===== src/rtl/float_pack.sv =====
// Shared types and constants for the float coprocessor arbiter.
package float_pack;

  typedef enum logic [1:0] {
    IDLE = 2'd0,
    BUSY = 2'd1,
    DONE = 2'd2
  } arb_state_t;

  localparam logic [31:0] FLOAT_QNAN = 32'h7FC0_0000;

  localparam logic [1:0] COPRO_OP_ADD = 2'b00;
  localparam logic [1:0] COPRO_OP_SUB = 2'b01;
  localparam logic [1:0] COPRO_OP_MUL = 2'b10;
  localparam logic [1:0] COPRO_OP_DIV = 2'b11;

endpackage


===== src/rtl/float_rr_pick.sv =====
// Combinational round-robin selector: first set request at or after rr.
module float_rr_pick
  import float_pack::*;
#(
  parameter int unsigned NREQ = 2,
  parameter int unsigned IW   = 1
) (
  input  logic [NREQ-1:0] req,
  input  logic [IW-1:0]   rr,
  output logic            any,
  output logic [IW-1:0]   idx
);

  int unsigned     cand;
  logic [IW-1:0]   cand_idx;

  // Walk the requesters starting at rr, wrapping, and keep the first hit.
  always_comb begin
    any      = 1'b0;
    idx      = '0;
    cand     = 0;
    cand_idx = '0;
    for (int unsigned k = 0; k < NREQ; k++) begin
      cand     = (32'(rr) + k) % NREQ;
      cand_idx = IW'(cand);
      if (!any && req[cand_idx]) begin
        any = 1'b1;
        idx = cand_idx;
      end
    end
  end

endmodule


===== src/rtl/float_copro_arbiter.sv =====
// Round-robin arbiter sharing one float_copro between NREQ requesters.
// Optional watchdog abort enabled by defining FLOAT_ARB_WATCHDOG_EN.
module float_copro_arbiter
  import float_pack::*;
#(
  parameter int unsigned NREQ    = 2,
  parameter int unsigned TIMEOUT = 63
) (
  input  logic                  clk,
  input  logic                  reset,
  input  logic [NREQ-1:0]       req_valid,
  input  logic [NREQ-1:0][10:0] req_opcode,
  input  logic [NREQ-1:0][31:0] req_op0,
  input  logic [NREQ-1:0][31:0] req_op1,
  output logic [NREQ-1:0]       req_complete,
  output logic [NREQ-1:0][31:0] req_result,
  output logic [NREQ-1:0]       req_error,
  output logic                  copro_valid,
  output logic [10:0]           copro_opcode,
  output logic [31:0]           copro_op0,
  output logic [31:0]           copro_op1,
  input  logic                  copro_complete,
  input  logic [31:0]           copro_result
);

  localparam int unsigned IW = (NREQ > 1) ? $clog2(NREQ) : 1;

  arb_state_t            state_q, state_d;
  logic [IW-1:0]         gnt_q, gnt_d;
  logic [IW-1:0]         rr_q, rr_d;
  logic                  copro_valid_q, copro_valid_d;
  logic [10:0]           copro_opcode_q, copro_opcode_d;
  logic [31:0]           copro_op0_q, copro_op0_d;
  logic [31:0]           copro_op1_q, copro_op1_d;
  logic [NREQ-1:0]       req_complete_q, req_complete_d;
  logic [NREQ-1:0][31:0] req_result_q, req_result_d;

  logic                  pick_any;
  logic [IW-1:0]         pick_idx;

`ifdef FLOAT_ARB_WATCHDOG_EN
  localparam logic [5:0] WD_LIMIT = 6'(TIMEOUT);
  logic [5:0]            wd_cnt_q, wd_cnt_d;
  logic [NREQ-1:0]       req_error_q, req_error_d;
`else
  logic [5:0]            wd_limit_unused;
  assign wd_limit_unused = 6'(TIMEOUT);
`endif

  float_rr_pick #(
    .NREQ (NREQ),
    .IW   (IW)
  ) u_pick (
    .req (req_valid),
    .rr  (rr_q),
    .any (pick_any),
    .idx (pick_idx)
  );

  // Next-state and register updates for the IDLE/BUSY/DONE handshake sequencer.
  always_comb begin
    state_d        = state_q;
    gnt_d          = gnt_q;
    rr_d           = rr_q;
    copro_valid_d  = copro_valid_q;
    copro_opcode_d = copro_opcode_q;
    copro_op0_d    = copro_op0_q;
    copro_op1_d    = copro_op1_q;
    req_complete_d = req_complete_q;
    req_result_d   = req_result_q;
`ifdef FLOAT_ARB_WATCHDOG_EN
    wd_cnt_d       = wd_cnt_q;
    req_error_d    = req_error_q;
`endif
    unique case (state_q)
      IDLE: begin
        if (pick_any) begin
          gnt_d          = pick_idx;
          copro_opcode_d = req_opcode[pick_idx];
          copro_op0_d    = req_op0[pick_idx];
          copro_op1_d    = req_op1[pick_idx];
          copro_valid_d  = 1'b1;
          state_d        = BUSY;
`ifdef FLOAT_ARB_WATCHDOG_EN
          wd_cnt_d       = '0;
`endif
        end
      end
      BUSY: begin
        if (copro_complete) begin
          req_result_d[gnt_q]   = copro_result;
          req_complete_d[gnt_q] = 1'b1;
          copro_valid_d         = 1'b0;
          state_d               = DONE;
        end
`ifdef FLOAT_ARB_WATCHDOG_EN
        else if (wd_cnt_q == WD_LIMIT) begin
          req_result_d[gnt_q]   = FLOAT_QNAN;
          req_error_d[gnt_q]    = 1'b1;
          req_complete_d[gnt_q] = 1'b1;
          copro_valid_d         = 1'b0;
          state_d               = DONE;
        end else begin
          wd_cnt_d = wd_cnt_q + 6'd1;
        end
`endif
      end
      DONE: begin
        if (!req_valid[gnt_q]) begin
          req_complete_d[gnt_q] = 1'b0;
`ifdef FLOAT_ARB_WATCHDOG_EN
          req_error_d[gnt_q]    = 1'b0;
`endif
          if (gnt_q == IW'(NREQ - 1)) rr_d = '0;
          else                        rr_d = gnt_q + IW'(1);
          state_d = IDLE;
        end
      end
      default: state_d = IDLE;
    endcase
  end

  // State and output registers with synchronous reset.
  always_ff @(posedge clk) begin
    if (reset) begin
      state_q        <= IDLE;
      gnt_q          <= '0;
      rr_q           <= '0;
      copro_valid_q  <= 1'b0;
      copro_opcode_q <= '0;
      copro_op0_q    <= '0;
      copro_op1_q    <= '0;
      req_complete_q <= '0;
      req_result_q   <= '0;
`ifdef FLOAT_ARB_WATCHDOG_EN
      wd_cnt_q       <= '0;
      req_error_q    <= '0;
`endif
    end else begin
      state_q        <= state_d;
      gnt_q          <= gnt_d;
      rr_q           <= rr_d;
      copro_valid_q  <= copro_valid_d;
      copro_opcode_q <= copro_opcode_d;
      copro_op0_q    <= copro_op0_d;
      copro_op1_q    <= copro_op1_d;
      req_complete_q <= req_complete_d;
      req_result_q   <= req_result_d;
`ifdef FLOAT_ARB_WATCHDOG_EN
      wd_cnt_q       <= wd_cnt_d;
      req_error_q    <= req_error_d;
`endif
    end
  end

  assign copro_valid  = copro_valid_q;
  assign copro_opcode = copro_opcode_q;
  assign copro_op0    = copro_op0_q;
  assign copro_op1    = copro_op1_q;
  assign req_complete = req_complete_q;
  assign req_result   = req_result_q;
`ifdef FLOAT_ARB_WATCHDOG_EN
  assign req_error    = req_error_q;
`else
  assign req_error    = '0;
`endif

endmodule

===== config.mk =====
export PLATFORM = sky130hd
export DESIGN_NAME = float_copro_arbiter
export DESIGN_NICKNAME = d
export VERILOG_FILES = /design/src/rtl/float_pack.sv /design/src/rtl/float_rr_pick.sv /design/src/rtl/float_copro_arbiter.sv
export SDC_FILE = /design/constraint.sdc
export NUM_CORES = 1
export LEC_CHECK = 0
export BUFFER_PORTS_ARGS = -buffer_cell sky130_fd_sc_hd__buf_4
export CAP_MARGIN = 20
export CORE_ASPECT_RATIO = 2
export CORE_MARGIN = 10
export CORE_UTILIZATION = 46
export DETAILED_ROUTE_END_ITERATION = 8
export PLACE_DENSITY = 0.88
export SLEW_MARGIN = 20
export SYNTH_ARGS = -nofsm -noshare
export SYNTH_HDL_FRONTEND = slang
export SYNTH_SLANG_ARGS = --single-unit

===== constraint.sdc =====
create_clock -name clk -period 1.9 [get_ports clk]
set_clock_uncertainty 0.2 [all_clocks]
set_input_delay 0.38 -clock clk [delete_from_list [all_inputs] [get_ports clk]]
set_output_delay 0.38 -clock clk [all_outputs]
set_load 0.01 [all_outputs]

Word-level counts from Yosys, hierarchy flattened
Index checks and enable logic that the tools add are counted.

word-level totals
  register bits = 146
  output and inout bits = 144

cells by class
  add/subtract/negate cells = 2
  $lt $le $gt $ge = 5
  equality and inequality tests = 5
  mux-type cells = 32
  bitwise gates (word level) = 4
  reductions and logical operators = 12

operators with widths
  kind                   number
  $mux W32               5
  $bwmux W64             1
  $demux W32 S1          1
  $mux W11               2
  $mux W1                14
  $mux W2                5
  $reduce_and A3 Y1      3
  $lt A1 B2 Y1 const B   4
  $ne A2 B2 Y1 const B   3
  $pmux W2 S3            1
  $reduce_and A2 Y1      3
  $pmux W2 S2            1
  $reduce_bool A2 Y1     2
  $add A1 B1 Y1 const B  2
  $and A2 B2 Y2          1
  $eq A2 B1 Y1 const B   1
  $eq A2 B2 Y1 const B   1
  $logic_and A1 B1 Y1    2
  $logic_not A2 Y1       1
  $not A2 Y2             1
  $or A2 B2 Y2           1
  $pmux W1 S2            1
  $demux W1 S1           1
  $ge A1 B1 Y1 const B   1
  2 further kinds        2

Longest topological paths before layout
Gate-level depths: netlist (run 1).

  depth in word-level cells = 8
  gate-level depth with buffers = 7
  depth with buffers taken out = 3

Cells and area by module
From an unflattened synthesis (run 1), not the netlist that was laid out.

unflattened totals
  cell total of the unflattened synthesis = 621
  area total of the unflattened synthesis = 6761.5 µm²

modules (own cells, without submodules)
  module               instances  cells an instance  area an instance (µm²)  sequential area each (µm²)
  float_copro_arbiter  1          618                6744.0                  2922.8
  float_rr_pick        1          3                  17.5                    0.0

Worst setup path before layout (run 1)
OpenSTA, ideal clock, no wires.

  path kind = input-to-reg
  from = in req_valid[1]
  to = reg copro_op0_q[20] (netlist: copro_op0[20])
  arrival = 1379 ps
  data required time = 1553 ps
  setup slack = 174 ps
  cell stages on the path = 7
  cells stage by stage = buf_4 > or2_0 > buf_2 > buf_2 > buf_2 > a21oi_1 > a311oi_2

between the ends
  cells in the longest elaborated chain, start to end = 8

RTL lines
  element                                       line                        text
  from (decl)                                   float_copro_arbiter.sv:11   input logic [NREQ-1:0] req_valid,
  $mux W1 (implied by the code) (2 in series)   float_rr_pick.sv:26         if (!any && req[cand_idx]) begin
  $mux W1                                       float_rr_pick.sv:26
  $logic_not A1 Y1                              float_rr_pick.sv:26
  $logic_and A1 B1 Y1                           float_rr_pick.sv:26
  $mux W1                                       float_rr_pick.sv:26
  $mux W32 (implied by the code) (2 in series)  float_copro_arbiter.sv:80   copro_op0_d = req_op0[pick_idx];
  to (signal assigned)                          float_copro_arbiter.sv:145  copro_op0_q <= copro_op0_d;
  to (decl)                                     float_copro_arbiter.sv:33   logic [31:0] copro_op0_q, copro_op0_d;

Several ways; a longest one is shown, not always the timed one. The select of a mux whose other input is x is not followed.
A chain may end at the register's enable or synchronous reset.

Worst setup path in the final report (run 1)
  from = reg state_q[0]
  to = reg req_result_q (netlist bit req_result[24])

between the ends
  cells in the longest elaborated chain, start to end = 2

RTL lines
  element                      line                        text
  from (decl)                  float_copro_arbiter.sv:28   arb_state_t state_q, state_d;
  from (signal assigned)       float_copro_arbiter.sv:140  state_q <= state_d;
  $eq A2 B1 Y1                 float_copro_arbiter.sv:75   unique case (state_q)
  $reduce_and A2 Y1 (no line)  -
  to (signal assigned)         float_copro_arbiter.sv:148  req_result_q <= req_result_d;
  to (decl)                    float_copro_arbiter.sv:36   logic [NREQ-1:0][31:0] req_result_q, req_result_d;

Every way passes these cells.

==> results of run 1 <==
## cell usage in the layout, fill, tap and decap left out, types with 2 or more instances in the layout
cell type  instances
buf_4            337
a21oi_1          146
dfxtp_1          146
nand2_1          130
nand3_1           77
o21ai_0           75
a311oi_2          50
a311oi_1          25
clkbuf_16         17
buf_12            16
clkinv_2           5
inv_1              3
inv_6              3
bufinv_16          3
nor2_1             2
conb_1             2
## stage by stage
stage          hold slack [ps]  utilization [%]
3_3_place_gp               242             66.3
6_report                  18.8             70.6
3_5_place_dp               247             66.3
2_1_floorplan              251                -
5_1_grt                   12.9             70.6
4_1_cts                  0.181             70.6
## logic make-up (layout without fill, tap and decap cells)
logic type             after synthesis  in the layout  synth area share, %
flip-flops                         146            146                 45.2
other                                1              2               0.0580
buffers and inverters               96            388                 6.85
AO/OA/AOI/OAI                      298            298                 32.4
AND/OR/NAND/NOR                    222            222                 15.3
multiplexers                         1              1                0.155
## power by group through the flow
| stage | combinational (mW) | sequential (mW) | clock (mW) |
|---|---|---|---|
| after global placement | 1.88 | 3.51 | 0 |
| after global routing | 2.05 | 3.49 | 3.56 |
| final | 1.91 | 3.46 | 3.39 |
| after detailed placement | 1.92 | 3.52 | 0 |
| after CTS | 1.92 | 3.46 | 3.45 |
| after floorplan | 0.856 | 3.60 | 0 |
## registers in the layout (all words and copies together) (netlist names), named ones only
name and cells:
copro_op1 32, copro_opcode 11, copro_op0 32, gnt_q 1, copro_valid 1, rr_q 1
state_q 2, req_result 64
## how the worst max path moves through the flow
stage	slack (ps)	depth (start not counted)	startpoint	end
after floorplan	170	7	req_valid[1]	copro_op0[20]
after global placement	120	5	req_valid[0]	copro_op1[22]
after detailed placement	30	5	req_valid[0]	copro_op1[29]
after CTS	220	4	state_q[0]	req_result[24]
after global routing	100	4	state_q[0]	req_result[28]
final	220	4	state_q[0]	req_result[24]
## routing by layer
metal | vias up | wire [microns] | share of wire (%) | GRT usage [%]
met5 | - | 0 | 0 | 0
met1 | 3320 | 8820 | 35 | 25.6
met2 | 336 | 12800 | 51 | 41.7
met4 | 0 | 1460 | 5.8 | 15.3
met3 | 75 | 1880 | 7.5 | 7.04
li1 | 3322 | - | - | -
## critical path, stage by stage, from the launching register on
cell,delay [ps]
dfxtp_1,550
nor4bb_4,410
buf_12,240
nand2_1,70
a21oi_1,130
## Yosys cell counts (all sizes together)
cell type	instances	area (sq um)
nand3b	1	7.51
nand4b	1	8.76
mux2i	1	10.0
buf	31	199
a311oi	75	970
and2	1	8.76
nor2b	1	6.26
or4b	1	10.0
o41ai	1	8.76
nor2	3	13.8
nand4bb	1	11.3
or2	1	6.26
o21ai	75	375
or3	1	6.26
nand2b	1	6.26
nand2	130	488
dfxtp	146	2920
and4b	1	10.0
or4bb	1	11.3
clkbuf	61	229
nor4bb	1	10.0
a21o	1	7.51
nand3	77	385
conb	1	3.75
a21oi	146	731
inv	4	15.0
## final cells by class
type | count | area, sq um
flip-flops and latches | 146 | 2920
clock inverters | 13 | 158
multi-input cells | 523 | 3130
inverters | 4 | 15.0
well taps | 189 | 236
clock buffers | 18 | 439
fillers | 1082 | 4060
repair buffers | 353 | 2850
==> flow_summary.toml, run 1 <==
[cells_and_area]
area_growth_pct = 50.9
nets = 1232
drive_above_1_share_pct = 41.8
antenna_cells = 0
fin_area_sq_um = 9750
layoutNonFillerInstCount = 1246

[pwr]
powerDensity_nw_per_um2 = 899
comb_power_share_pct = 21.8
p_sw_mw = 2.43
clkPwrFrac_pct = 38.7
ir_worst_vdd_uv = 714
p_int_mw = 6.34
switching_share_pct = 27.7
seqPwrFrac_pct = 39.5
p_leak_nw = 3.99
finalPower_mw = 8.76

[critical_path]
path_class = "register to register"
reg2reg_slack_ps = 220
endpoint_kind = "register"
critical_path_required_ps = 2040
ff2ff_path_depth = 4
crit_arrival_ps = 1820
rr_endpoint = "req_result[24]"
path_max_fanout = 33
startpoint_type = "register"
r2r-start = "state_q[0]"

[yosys]
synth_warnings = 0
ys_seq_area_share_pct = 45.2
yosysUniqueCellTypes = 32
synthCells = 764
netlist_area_sq_um = 6460
synth_area_per_cell_sq_um = 8.46
synth_seq_cells = 146

[sta]
drv_slew = 0
post-route-period-util_pct = 88.5
tns_ps = 0
setup_slack_ps = 218
max_freq_mhz = 595
rsz0062_at_grt = "no"
finalSetupViolations = 0
hold_violations = 0
min_period_ps = 1680

[place]
dp_cells = 1215
dp_slack_ps = 27.2
place.gp.congestion = 0.885
dp_hpwl_microns = 18300
placed_cell_area_sq_um = 9150
port_buffers = 328

[worst_hold_path]
holdCritStartpoint = "copro_result[1]"
holdCritPathClass = "input pin to register"
hold_end = "req_result[33]"
whs_path_depth = 3

[clocking]
clockBufferDepth = 2
h-tree-depth = 4
cts_tree = "done"
postCtsSetupRepairBufs = 0
numCtsBuffers = 17
ctsHoldBuffers = 0
cts-root-buf = "clkbuf_16"
ctsResizeCount = 0
cts.sinks = 146
worstSkewPairLatency_ps = 410
clk_pin_slew_worst_paths_ps = 60

[routing]
ant_nets = 0
route.detailed.drc = 0
first_pass_iters = 5
wl_per_cell_microns = 20.0
first_iter_violations = 417
vias_per_cell = 5.66
vias = 7053
finalWirelength_microns = 25000

[floorplanning]
die_h_microns = 188
num_rows = 61
fp.dieArea_sq_um = 19500
die_x_microns = 104
start_util_pct = 46.8
num_io_pins = 331
core_area_sq_um = 13800

[global_routing]
grt_pass1_vias = 7076
track_usage_pct = 24.4
grt_overflow_total = 0
grt_max_degree = 78
grt_pass1_wl_microns = 38700
antenna_found_initial = 0

[flow_run]
maxCapViolations = 0

[status]
status = "complete, no violations"
Power figures use the tool's default switching activity.
==> run 2, diff against run 1 <==
--- a/config.mk
+++ b/config.mk
@@ -10,6 +10,7 @@
 export CORE_ASPECT_RATIO = 2
 export CORE_MARGIN = 10
 export CORE_UTILIZATION = 46
+export CTS_BUF_LIST = sky130_fd_sc_hd__clkbuf_16
 export DETAILED_ROUTE_END_ITERATION = 8
 export PLACE_DENSITY = 0.88
 export SLEW_MARGIN = 20
==> run 2 against run 1 <==
Effect of this change:
- sequential cell count unchanged
- die area unchanged
- critical path depth unchanged
- clock power decreased by 1%
- largest power group unchanged
- combinational power about the same
- first-iteration DRC count increased by 7.0%
- largest cell class unchanged
==> flow_summary.toml, run 2 (synthesis gave the netlist of run 1 again) <==
[cells_and_area]
final_cell_mix = "buf_4, a21oi_1, dfxtp_1, nand2_1, nand3_1"
antenna_cells = 0
nets = 1235
drive_above_1_share_pct = 41.6
area_growth_pct = 51.2
final_common_cell = "buf_4"
fillerInstances = 1076
largest_register_ffs = 64
layoutNonFillerInstCount = 1249

[worst_hold_path]
holdCritPathClass = "input pin to register"
holdCritStartpoint = "copro_result[2]"

[place]
dp_cells = 1215
place.gp.congestion = 0.885
dp_hpwl_microns = 18300
port_buffers = 328
dp_slack_ps = 27.2

[clocking]
clk_pin_slew_worst_paths_ps = 60
numCtsBuffers = 17
clockBufferDepth = 2
worstSkewPairLatency_ps = 410
postCtsSetupRepairBufs = 0
cts-root-buf = "clkbuf_16"
h-tree-depth = 4
cts_tree = "done"
cts.sinks = 146

[floorplanning]
core_area_sq_um = 13800
num_rows = 61
die_x_microns = 104
die_h_microns = 188
fp.dieArea_sq_um = 19500
num_io_pins = 331
start_util_pct = 46.8

[global_routing]
track_usage_pct = 24.6
grt_pass1_wl_microns = 38900
grt_pass1_vias = 7104
grt_overflow_total = 0
antenna_found_initial = 0
grt_max_degree = 78

[routing]
vias = 7070
route.detailed.drc = 0
wl_per_cell_microns = 20.1
ant_nets = 0
first_pass_iters = 5
first_iter_violations = 446
finalWirelength_microns = 25100
vias_per_cell = 5.66

[critical_path]
crit_arrival_ps = 1820
path_class = "register to register"
critical_path_required_ps = 2040
endpoint_kind = "register"
path_max_fanout = 33
critical_path.startpoint = "state_q[0]"
startpoint_type = "register"
r2r-start = "state_q[0]"

[sta]
setup_slack_ps = 222
drv_slew = 0
max_freq_mhz = 596
finalSetupViolations = 0
hold_violations = 0
min_period_ps = 1680
tns_ps = 0
post-route-period-util_pct = 88.3
rsz0062_at_grt = "no"
fin_hold_ws_ps = 18.8

[flow_run]
maxCapViolations = 0

[pwr]
p_leak_nw = 3.99
ir_worst_vdd_uv = 722
powerDensity_nw_per_um2 = 893

[status]
status = "complete, no violations"
run 2: layout make-up:
class	instances	area [sq um]	area share, %
Clock inverter	14	161	1.65
Inverter	4	15.0	0.154
Tap cell	189	236	2.42
Clock buffer	17	425	4.35
Sequential cell	146	2920	29.9
Multi-Input combinational cell	523	3130	32.0
Timing Repair Buffer	356	2880	29.5
run 2: final timing paths:
kind / end / slack (ps) / depth (start not counted)
max: req_result[24] / 220 / 4
min: req_result[2] / 20 / 3
max reg2reg: req_result[24] / 220 / 4
min reg2reg: req_result[63] / 250 / 2
run 2: power breakdown:
group / internal [mW] / switching, mW / total (mW)
Sequential: 3.31 / 0.152 / 3.46
Combinational: 0.939 / 0.976 / 1.91
Clock: 2.05 / 1.30 / 3.35
Total: 6.30 / 2.43 / 8.73
run 2: through the flow:
step / instance area [sq um] / util [%] / total power [mW]
6_report: 9770 / 70.7 / 8.73
5_1_grt: 9770 / 70.7 / 9.07
4_1_cts: 9770 / 70.7 / 8.79
3_5_place_dp: 9150 / 66.3 / 5.44
3_3_place_gp: 9150 / 66.3 / 5.39
2_1_floorplan: 6460 / - / 4.46
run 2: routing by layer:
layer  wire (microns)  GRT usage [%]  vias up  part of all wire [%]
met5                0              0        -                     0
met1             8860           25.7     3328                    35
li1                 -              -     3326                     -
met2            12800           42.1      336                    51
met3             1920           7.35       80                   7.6
met4             1500           15.2        0                   6.0
run 2: what timing repair did:
item,CTS,global route
endpoints found under the setup margin,0,0
resized for setup,0,0
hold buffers,3,0
hold endpoints to repair,3,0
run 2: critical path, stage by stage (launching register included):
cell and delay, ps:
dfxtp_1 550, nor4bb_4 410, buf_12 240, nand2_1 70, a21oi_1 130
